File: src/rtl/nand_arb_pkg.sv
// Shared types for the NAND command-channel arbiter,
// the memory controller and their benches.
package nand_arb_pkg;

  typedef enum logic [1:0] {
    READ    = 2'b00,
    PROGRAM = 2'b01,
    ERASE   = 2'b10,
    RSVD    = 2'b11
  } nand_op_e;

  typedef enum logic [1:0] {
    IDLE,
    ISSUE,
    WAIT,
    COMPLETE
  } arb_state_e;

endpackage

File: src/rtl/rr_arbiter.sv
// Combinational round-robin picker: first request at or
// after ptr wins; grant is one-hot.
module rr_arbiter #(
  parameter int N  = 4,
  parameter int IW = 2
) (
  input  logic [N-1:0]  req,
  input  logic [IW-1:0] ptr,
  output logic [N-1:0]  gnt,
  output logic [IW-1:0] idx,
  output logic          any
);

  int j;
  logic [IW-1:0] k;

  always_comb begin
    idx = '0;
    any = 1'b0;
    j   = 0;
    k   = '0;
    // Scan from the farthest offset so the closest one wins.
    for (int i = N - 1; i >= 0; i--) begin
      j = int'(ptr) + i;
      if (j >= N) j = j - N;
      k = IW'(j);
      if (req[k]) begin
        idx = k;
        any = 1'b1;
      end
    end
    gnt = any ? (N'(1) << idx) : '0;
  end

endmodule

File: src/rtl/nand_cmd_arbiter.sv
// Round-robin sharing of the NAND controller command
// channel with per-requester done/error reporting.
module nand_cmd_arbiter
  import nand_arb_pkg::*;
#(
  parameter int NUM_REQ = 4,
  parameter int ADDR_W  = 16,
  parameter int TIMEOUT = 1023
) (
  input  logic                        clk,
  input  logic                        rst_n,
  input  logic [NUM_REQ-1:0]          req_valid,
  input  logic [NUM_REQ*2-1:0]        req_op,
  input  logic [NUM_REQ*ADDR_W-1:0]   req_addr,
  output logic [NUM_REQ-1:0]          req_ready,
  output logic [NUM_REQ-1:0]          req_done,
  output logic [NUM_REQ-1:0]          req_err,
  input  logic                        mc_busy,
  output logic                        mc_start,
  output logic [1:0]                  mc_op,
  output logic [ADDR_W-1:0]           mc_addr,
  input  logic                        mc_done,
  input  logic                        mc_fail
);

  localparam int IW = $clog2(NUM_REQ);
  localparam int CW = $clog2(TIMEOUT + 1);
  localparam logic [CW-1:0] TO_LAST = CW'(TIMEOUT - 1);
  localparam logic [IW-1:0] LAST = IW'(NUM_REQ - 1);

  arb_state_e state, state_n;
  logic [IW-1:0] rr_ptr, rr_ptr_n;
  logic [IW-1:0] gidx, gidx_n;
  logic [CW-1:0] cnt, cnt_n;
  logic [NUM_REQ-1:0] ready_n, done_n, err_n;
  logic [NUM_REQ-1:0] gnt, sel;
  logic [IW-1:0] pick;
  logic any, start_n;
  logic [1:0] op_n;
  logic [ADDR_W-1:0] addr_n;

  logic [1:0]        ops   [NUM_REQ];
  logic [ADDR_W-1:0] addrs [NUM_REQ];

  for (genvar i = 0; i < NUM_REQ; i++) begin : g_unpack
    assign ops[i]   = req_op[i*2 +: 2];
    assign addrs[i] = req_addr[i*ADDR_W +: ADDR_W];
  end

  rr_arbiter #(
    .N  (NUM_REQ),
    .IW (IW)
  ) u_rr (
    .req (req_valid),
    .ptr (rr_ptr),
    .gnt (gnt),
    .idx (pick),
    .any (any)
  );

  assign sel = NUM_REQ'(1) << gidx;

  always_comb begin
    state_n  = state;
    rr_ptr_n = rr_ptr;
    gidx_n   = gidx;
    cnt_n    = cnt;
    ready_n  = '0;
    done_n   = '0;
    err_n    = '0;
    start_n  = 1'b0;
    op_n     = mc_op;
    addr_n   = mc_addr;
    unique case (state)
      IDLE: begin
        if (any && !mc_busy) begin
          gidx_n  = pick;
          op_n    = ops[pick];
          addr_n  = addrs[pick];
          ready_n = gnt;
          start_n = (ops[pick] != RSVD);
          state_n = ISSUE;
        end
      end
      ISSUE: begin
        cnt_n = '0;
        if (mc_op == RSVD) begin
          done_n  = sel;
          err_n   = sel;
          state_n = COMPLETE;
        end else begin
          state_n = WAIT;
        end
      end
      WAIT: begin
        if (cnt != '1) cnt_n = cnt + 1'b1;
        // Completion wins over a timeout in the same cycle.
        if (mc_done) begin
          done_n  = sel;
          err_n   = mc_fail ? sel : '0;
          state_n = COMPLETE;
        end else if (cnt >= TO_LAST) begin
          done_n  = sel;
          err_n   = sel;
          state_n = COMPLETE;
        end
      end
      COMPLETE: begin
        rr_ptr_n = (gidx == LAST) ? '0 : gidx + 1'b1;
        state_n  = IDLE;
      end
      default: state_n = IDLE;
    endcase
  end

  always_ff @(posedge clk) begin
    if (!rst_n) begin
      state     <= IDLE;
      rr_ptr    <= '0;
      gidx      <= '0;
      cnt       <= '0;
      req_ready <= '0;
      req_done  <= '0;
      req_err   <= '0;
      mc_start  <= 1'b0;
      mc_op     <= '0;
      mc_addr   <= '0;
    end else begin
      state     <= state_n;
      rr_ptr    <= rr_ptr_n;
      gidx      <= gidx_n;
      cnt       <= cnt_n;
      req_ready <= ready_n;
      req_done  <= done_n;
      req_err   <= err_n;
      mc_start  <= start_n;
      mc_op     <= op_n;
      mc_addr   <= addr_n;
    end
  end

endmodule

File: config.mk
export PLATFORM = sky130hd
export DESIGN_NAME = nand_cmd_arbiter
export DESIGN_NICKNAME = d
export VERILOG_FILES = /design/src/rtl/nand_arb_pkg.sv /design/src/rtl/rr_arbiter.sv /design/src/rtl/nand_cmd_arbiter.sv
export SDC_FILE = /design/constraint.sdc
export NUM_CORES = 1
export LEC_CHECK = 0
export BUFFER_PORTS_ARGS = -buffer_cell sky130_fd_sc_hd__buf_2
export CORE_ASPECT_RATIO = 0.8
export CORE_MARGIN = 3
export CORE_UTILIZATION = 47
export CTS_CLUSTER_DIAMETER = 50
export DETAILED_ROUTE_END_ITERATION = 12
export PLACE_DENSITY = 0.8
export SKIP_LAST_GASP = 1
export SLEW_MARGIN = 15
export SYNTH_ARGS = -nofsm -noshare
export SYNTH_HDL_FRONTEND = slang
export SYNTH_SLANG_ARGS = --single-unit
File: constraint.sdc
create_clock -name clk -period 2.4 [get_ports clk]
set_clock_uncertainty 0.05 [all_clocks]
set_input_delay 0.48 -clock clk [delete_from_list [all_inputs] [get_ports clk]]
set_output_delay 0.48 -clock clk [all_outputs]
set_load 0.02 [all_outputs]
* Yosys cells after proc, flatten, opt, wreduce, memory -nomap -nowiden
Index checks and enable logic that the tools add are counted.
Word-level totals: output and inout port bits 31, word-level logic and storage cells 92, bits in registers 47
Cells by class: add/subtract/negate cells 9, shifts and indexed selects 2, order comparisons 10, bitwise gates (word level) 1, equality and inequality tests 10, reductions and logical operators 9, mux-type cells 41
Operators by type and width (number):
- 16-bit binary-select mux with 2-bit select | 1
- 16-bit 2-to-1 mux | 2
- 2-bit 2-to-1 mux | 14
- 4-bit 2-to-1 mux | 5
- 10-bit case mux with 2 select lines | 1
- 4-bit case mux with 2 select lines | 2
- 3-bit >= comparator (second input constant) | 4
- 2-bit by 3-bit less-than comparator with 1-bit output (second input constant) | 4
- 10-bit by 1-bit adder with 10-bit output (second input constant) | 1
- 10-bit >= comparator (second input constant) | 1
- 10-bit 2-to-1 mux | 1
- 10-bit != test (second input constant) | 1
- 1-bit 2-to-1 mux | 9
- 1-bit binary-select mux with 2-bit select | 4
- 2-bit equality test (second input constant) | 4
- 2-bit case mux with 4 select lines | 1
- 1-bit by 2-bit << shifter with 4-bit output (first input constant) | 2
- 2-bit by 1-bit subtractor with 2-bit output (second input constant) | 4
- 2-bit by 2-bit adder with 3-bit output (second input constant) | 2
- 2-bit != test (second input constant) | 3
- 2-bit AND reduction | 3
- 2-bit binary-select mux with 2-bit select | 1
- 4-bit AND reduction | 1
- 2-bit by 1-bit adder with 3-bit output (second input constant) | 1
- other kinds (10) | 10

* Logic depth before layout (Yosys ltp)
word-level depth 14, gate-level depth with buffers 9, gate-level depth less buffers 8

* By module
A second synthesis with hierarchy kept.
Unflattened totals: cells, all modules 281, area total of the unflattened synthesis 2551.2 um^2
Modules (own cells, without submodules):
- nand_cmd_arbiter | times used 1, area an instance 2368.5 um^2, seq. area each 940.9 um^2, cells each 252
- rr_arbiter | times used 1, area an instance 182.7 um^2, seq. area each 0.0 um^2, cells each 29

* Worst setup path before layout
OpenSTA, ideal clock, no wires.
path kind input-to-reg, start point in req_valid[3], end point reg mc_start, arrival 1776 ps, setup slack 459 ps, cell stages on the path 7, cells stage by stage inv_1 -> and3_1 -> or3_4 -> buf_6 -> mux2i_1 -> mux2_2 -> o21ba_2
On the way: cells in the longest elaborated chain, start to end 11, elaborated cells on any way between the ends 23
RTL lines:
- from (decl) | RTL line nand_cmd_arbiter.sv:12 | input logic [NUM_REQ-1:0] req_valid,
- 1-bit binary-select mux with 2-bit select | RTL line rr_arbiter.sv:27 | if (req[k]) begin
- 1-bit 2-to-1 mux (not written as such) | RTL line rr_arbiter.sv:27
- 2-bit 2-to-1 mux (4 in series) | RTL line rr_arbiter.sv:27
- 2-bit NOT with 3-bit output (not written as such) | RTL line nand_cmd_arbiter.sv:81 | start_n = (ops[pick] != RSVD);
- 2-bit binary-select mux with 2-bit select | RTL line nand_cmd_arbiter.sv:81
- 2-bit 2-to-1 mux (not written as such) (2 in series) | RTL line nand_cmd_arbiter.sv:81
- 2-bit != test | RTL line nand_cmd_arbiter.sv:81
- to (signal assigned) | RTL line nand_cmd_arbiter.sv:136 | mc_start <= start_n;
- to (decl) | RTL line nand_cmd_arbiter.sv:19 | output logic mc_start,
Parallel ways exist; a longest one is shown, timed or not. The select of a mux whose other input is x is not followed. A chain may end at the register's enable or synchronous reset.

* Final worst setup path
start point reg rr_ptr[1], end point reg mc_addr[3]
On the way: cells in the longest elaborated chain, start to end 13, elaborated cells on any way between the ends 37
RTL lines:
- from (decl) | RTL line nand_cmd_arbiter.sv:32 | logic [IW-1:0] rr_ptr, rr_ptr_n;
- from (signal assigned) | RTL line nand_cmd_arbiter.sv:130 | rr_ptr <= rr_ptr_n;
- 2-bit by 2-bit adder with 3-bit output | RTL line rr_arbiter.sv:24 | j = int'(ptr) + i;
- 3-bit >= comparator / 2-bit by 1-bit subtractor with 2-bit output (equally long branches) | RTL line rr_arbiter.sv:25 | if (j >= N) j = j - N;
- 2-bit 2-to-1 mux | RTL line rr_arbiter.sv:25
- 1-bit binary-select mux with 2-bit select | RTL line rr_arbiter.sv:27
- 1-bit 2-to-1 mux (not written as such) | RTL line rr_arbiter.sv:27
- 2-bit 2-to-1 mux (4 in series) | RTL line rr_arbiter.sv:27
- 2-bit NOT with 3-bit output (not written as such) | RTL line nand_cmd_arbiter.sv:79 | addr_n = addrs[pick];
- 16-bit binary-select mux with 2-bit select | RTL line nand_cmd_arbiter.sv:79
- 16-bit 2-to-1 mux (not written as such) (2 in series) | RTL line nand_cmd_arbiter.sv:79
- to (signal assigned) | RTL line nand_cmd_arbiter.sv:138 | mc_addr <= addr_n;
- to (decl) | RTL line nand_cmd_arbiter.sv:21 | output logic [ADDR_W-1:0] mc_addr,
Parallel ways exist; a longest one is shown, timed or not. The select of a mux whose other input is x is not followed.

==> flow_metrics.env <==
export IMPL_synth_cell_type_count=42
export IMPL_hold_viol_final=0
export IMPL_timing_final_ws_setup_ps=338
export IMPL_synthTopCellsByCount="nand2_1 (76), dfxtp_1 (47), a21oi_1 (38)"
export IMPL_required_ps=2540
export IMPL_vias_per_cell=5.12
export IMPL_timing_final_crit_share_pct=85.9
export IMPL_cts_buffers=5
export IMPL_final_nets=511
export IMPL_final_area_um2=3150
export IMPL_ctsResizeCount=0
export IMPL_timing_rr_start="rr_ptr[1]"
export IMPL_tns_ps=0
export IMPL_yosysWarningCount=0
export IMPL_r2r_end="mc_addr[3]"
export IMPL_ys_seq_elements=47
export IMPL_antenna_cells=0
export IMPL_root_buffer="clkbuf_8"
export IMPL_first_pass_iters=4
export IMPL_insertion_delay_ps=300
export IMPL_groute_usage_overall_pct=19.6
export IMPL_peakVddDrop_uv=445
export IMPL_drv_slew=0
export IMPL_synth_edf_count=0
export IMPL_hold_path_class="reg -> reg"
export IMPL_maxSlewHeadroom_pct=66.5
export IMPL_start_util_pct=49.1
export IMPL_start_kind="register"
export IMPL_crit_chain="mux2i_1 -> nor2_1 -> or3_4 -> buf_4 -> nand2_1 -> a21oi_1 -> a211o_1"
export IMPL_syn_to_final_growth_pct=26.6
export IMPL_core_area_um2=5060
export IMPL_synth_top_cell_area_share_pct=37.9
export IMPL_grt_overflow=0
export IMPL_dpl_cell_area_um2=3060
export IMPL_yosys_area_top_type="dfxtp_1"
export IMPL_clk_pin_slew_ps=80
export IMPL_rsz0062_at_grt="no"
export IMPL_hold_buffers=0
export IMPL_antenna_found_initial=0
export IMPL_syn_nets=403
export IMPL_critPathKind="reg -> reg"
export IMPL_die_w_um=87.3
export IMPL_tightest_slew_ps=498
export IMPL_ys_async_sr_fraction_pct=0
export IMPL_drv_cap=0
export IMPL_grt_pass1_wl_um=9740
export IMPL_syn_avg_cell_area_um2=7.99
export IMPL_ys_seq_area_share_pct=37.9
export IMPL_post_dp_hpwl_um=4820
export IMPL_totalPowerFinal_w=0.00227
export IMPL_power_leakage_nw=1.63
export IMPL_fmax_mhz=485
export IMPL_port_buffers=111
export IMPL_clock_path_buffers=2
export IMPL_critPathMaxFanout=34
export IMPL_pwr_density_cell_nw_per_um2=722
export IMPL_clock_sinks=47
export IMPL_cts_tree="yes"
export IMPL_gp_congestion=0.817
export IMPL_dp_cells=474
export IMPL_post_cts_buffers=0
export IMPL_cpPeakStageDelay_ps=450
export IMPL_die_area_um2=6200
export IMPL_reg2reg_setup_slack_ps=340
export IMPL_syn_inst=311
export IMPL_worstPathArrival_ps=2210
export IMPL_synth_ff_type="dfxtp_1"
export IMPL_netlist_area_um2=2480
export IMPL_io_pins=112
export IMPL_vias=2465
export IMPL_startpoint="rr_ptr[1]"
export IMPL_grt_max_degree=36
export IMPL_finalSetupViolations=0
export IMPL_cp_endpoint="mc_addr[3]"
export IMPL_ant_nets=0
export IMPL_dieHeight_um=71.0
export IMPL_period_minus_slack_ps=2060
export IMPL_rows=23
export IMPL_setup_worst_path_end_class="register"
export IMPL_reg2regPathDepth=7
export IMPL_synth_area_top_cells="dfxtp_1 (38%), nand2_1 (11%), a21oi_1 (7.7%)"
export IMPL_stdcell_count=481
export IMPL_wire_per_inst_um=13.0
export IMPL_grt_pass1_vias=2185
export IMPL_drive_gt1_share_pct=31.7
export IMPL_drt_iter0_drc=131
export IMPL_htree_num_levels=2
export IMPL_n_fill_cell=448
export IMPL_route_detailed_drc=0
export IMPL_synth_most_common_cell="nand2_1"
export IMPL_post_place_ws_ps=236
export IMPL_holdPathStages=1
export IMPL_status="finished, final reports clean"
export IMPL_drt_total_wl_um=6240
export IMPL_cpMaxStageDelayCell="dfxtp_1"
[final cells by class]
class,count,area (um^2),area share (%)
multi-input combinational,236,1400,44.4
sequential,47,941,29.9
timing repair buffer,116,593,18.9
clock buffer,6,82.6,2.63
tap,62,77.6,2.47
inverter,13,48.8,1.55
clock inverter,1,5.00,0.159
[cells in the final DEF, fill, tap and decap left out, drive strengths merged, types with 2 or more instances in the layout]
cell type | synthesis | final
buf | 12 | 116
mux2 | 2 | 2
ha | 11 | 11
clkbuf | 3 | 6
a21oi | 38 | 38
nand4 | 5 | 5
nor3 | 6 | 6
inv | 13 | 13
nand3 | 6 | 6
o211ai | 2 | 2
o22ai | 3 | 3
nand2 | 77 | 77
nor2b | 3 | 3
o21ai | 11 | 11
a211o | 16 | 16
and3 | 4 | 4
mux2i | 8 | 8
dfxtp | 47 | 47
nor2 | 15 | 15
xor2 | 5 | 5
and2 | 11 | 11
[state kept, by name (all words and copies together) (netlist names), 4 cells and up]
signal	count
cnt	10
mc_addr	16
req_done	4
req_err	4
req_ready	4
[metrics by stage]
step	hold slack (ps)	utilization, %
floorplan	405	-
global placement	389	60.4
detailed placement	394	60.4
CTS	414	62.1
global route	422	62.1
finish	409	62.1
[worst min-delay path by stage]
stage	from	endpoint	slack (ps)
2_1_floorplan	gidx[1]	gidx[1]	410
3_3_place_gp	mc_addr[2]	mc_addr[2]	390
3_5_place_dp	mc_addr[4]	mc_addr[4]	390
4_1_cts	mc_addr[4]	mc_addr[4]	410
5_1_grt	mc_addr[2]	mc_addr[2]	420
6_report	mc_addr[8]	mc_addr[8]	410
[layer usage]
| metal | vias to the layer above | share of wire, % | GRT usage (%) |
|---|---|---|---|
| met5 | - | 0 | 0 |
| met2 | 90 | 47 | 31.2 |
| li1 | 1274 | - | - |
| met1 | 1095 | 44 | 25.6 |
| met4 | 0 | 1.1 | 7.67 |
| met3 | 6 | 8.1 | 4.54 |
[worst max-delay path: cells and delay by family, from the launching register on]
kind / cells / cell delay [ps]
mux: 1 / 210
buf+inv: 1 / 260
compound gates: 2 / 350
flops: 1 / 450
simple gates: 3 / 630
[where the power goes]
part	total (W)	switching, W	internal [W]
combinational	0.000838	0.000506	0.000332
clock	0.000476	0.000250	0.000226
sequential	0.000956	0.0000715	0.000885
total	0.00227	0.000827	0.00144
[kinds of logic (layout without fill, tap and decap cells)]
| group | count (synthesis) | after routing | share of synthesized area (%) |
|---|---|---|---|
| multiplexers | 10 | 10 | 4.13 |
| AND/OR/NAND/NOR | 134 | 134 | 25.7 |
| adder cells (fa/ha/maj) | 11 | 11 | 5.54 |
| buffers and inverters | 28 | 136 | 6.14 |
| XOR/XNOR | 5 | 5 | 1.76 |
| flip-flops | 47 | 47 | 37.9 |
| AO/OA/AOI/OAI | 76 | 76 | 18.9 |
Note: power is estimated with default switching activity, not from simulation.
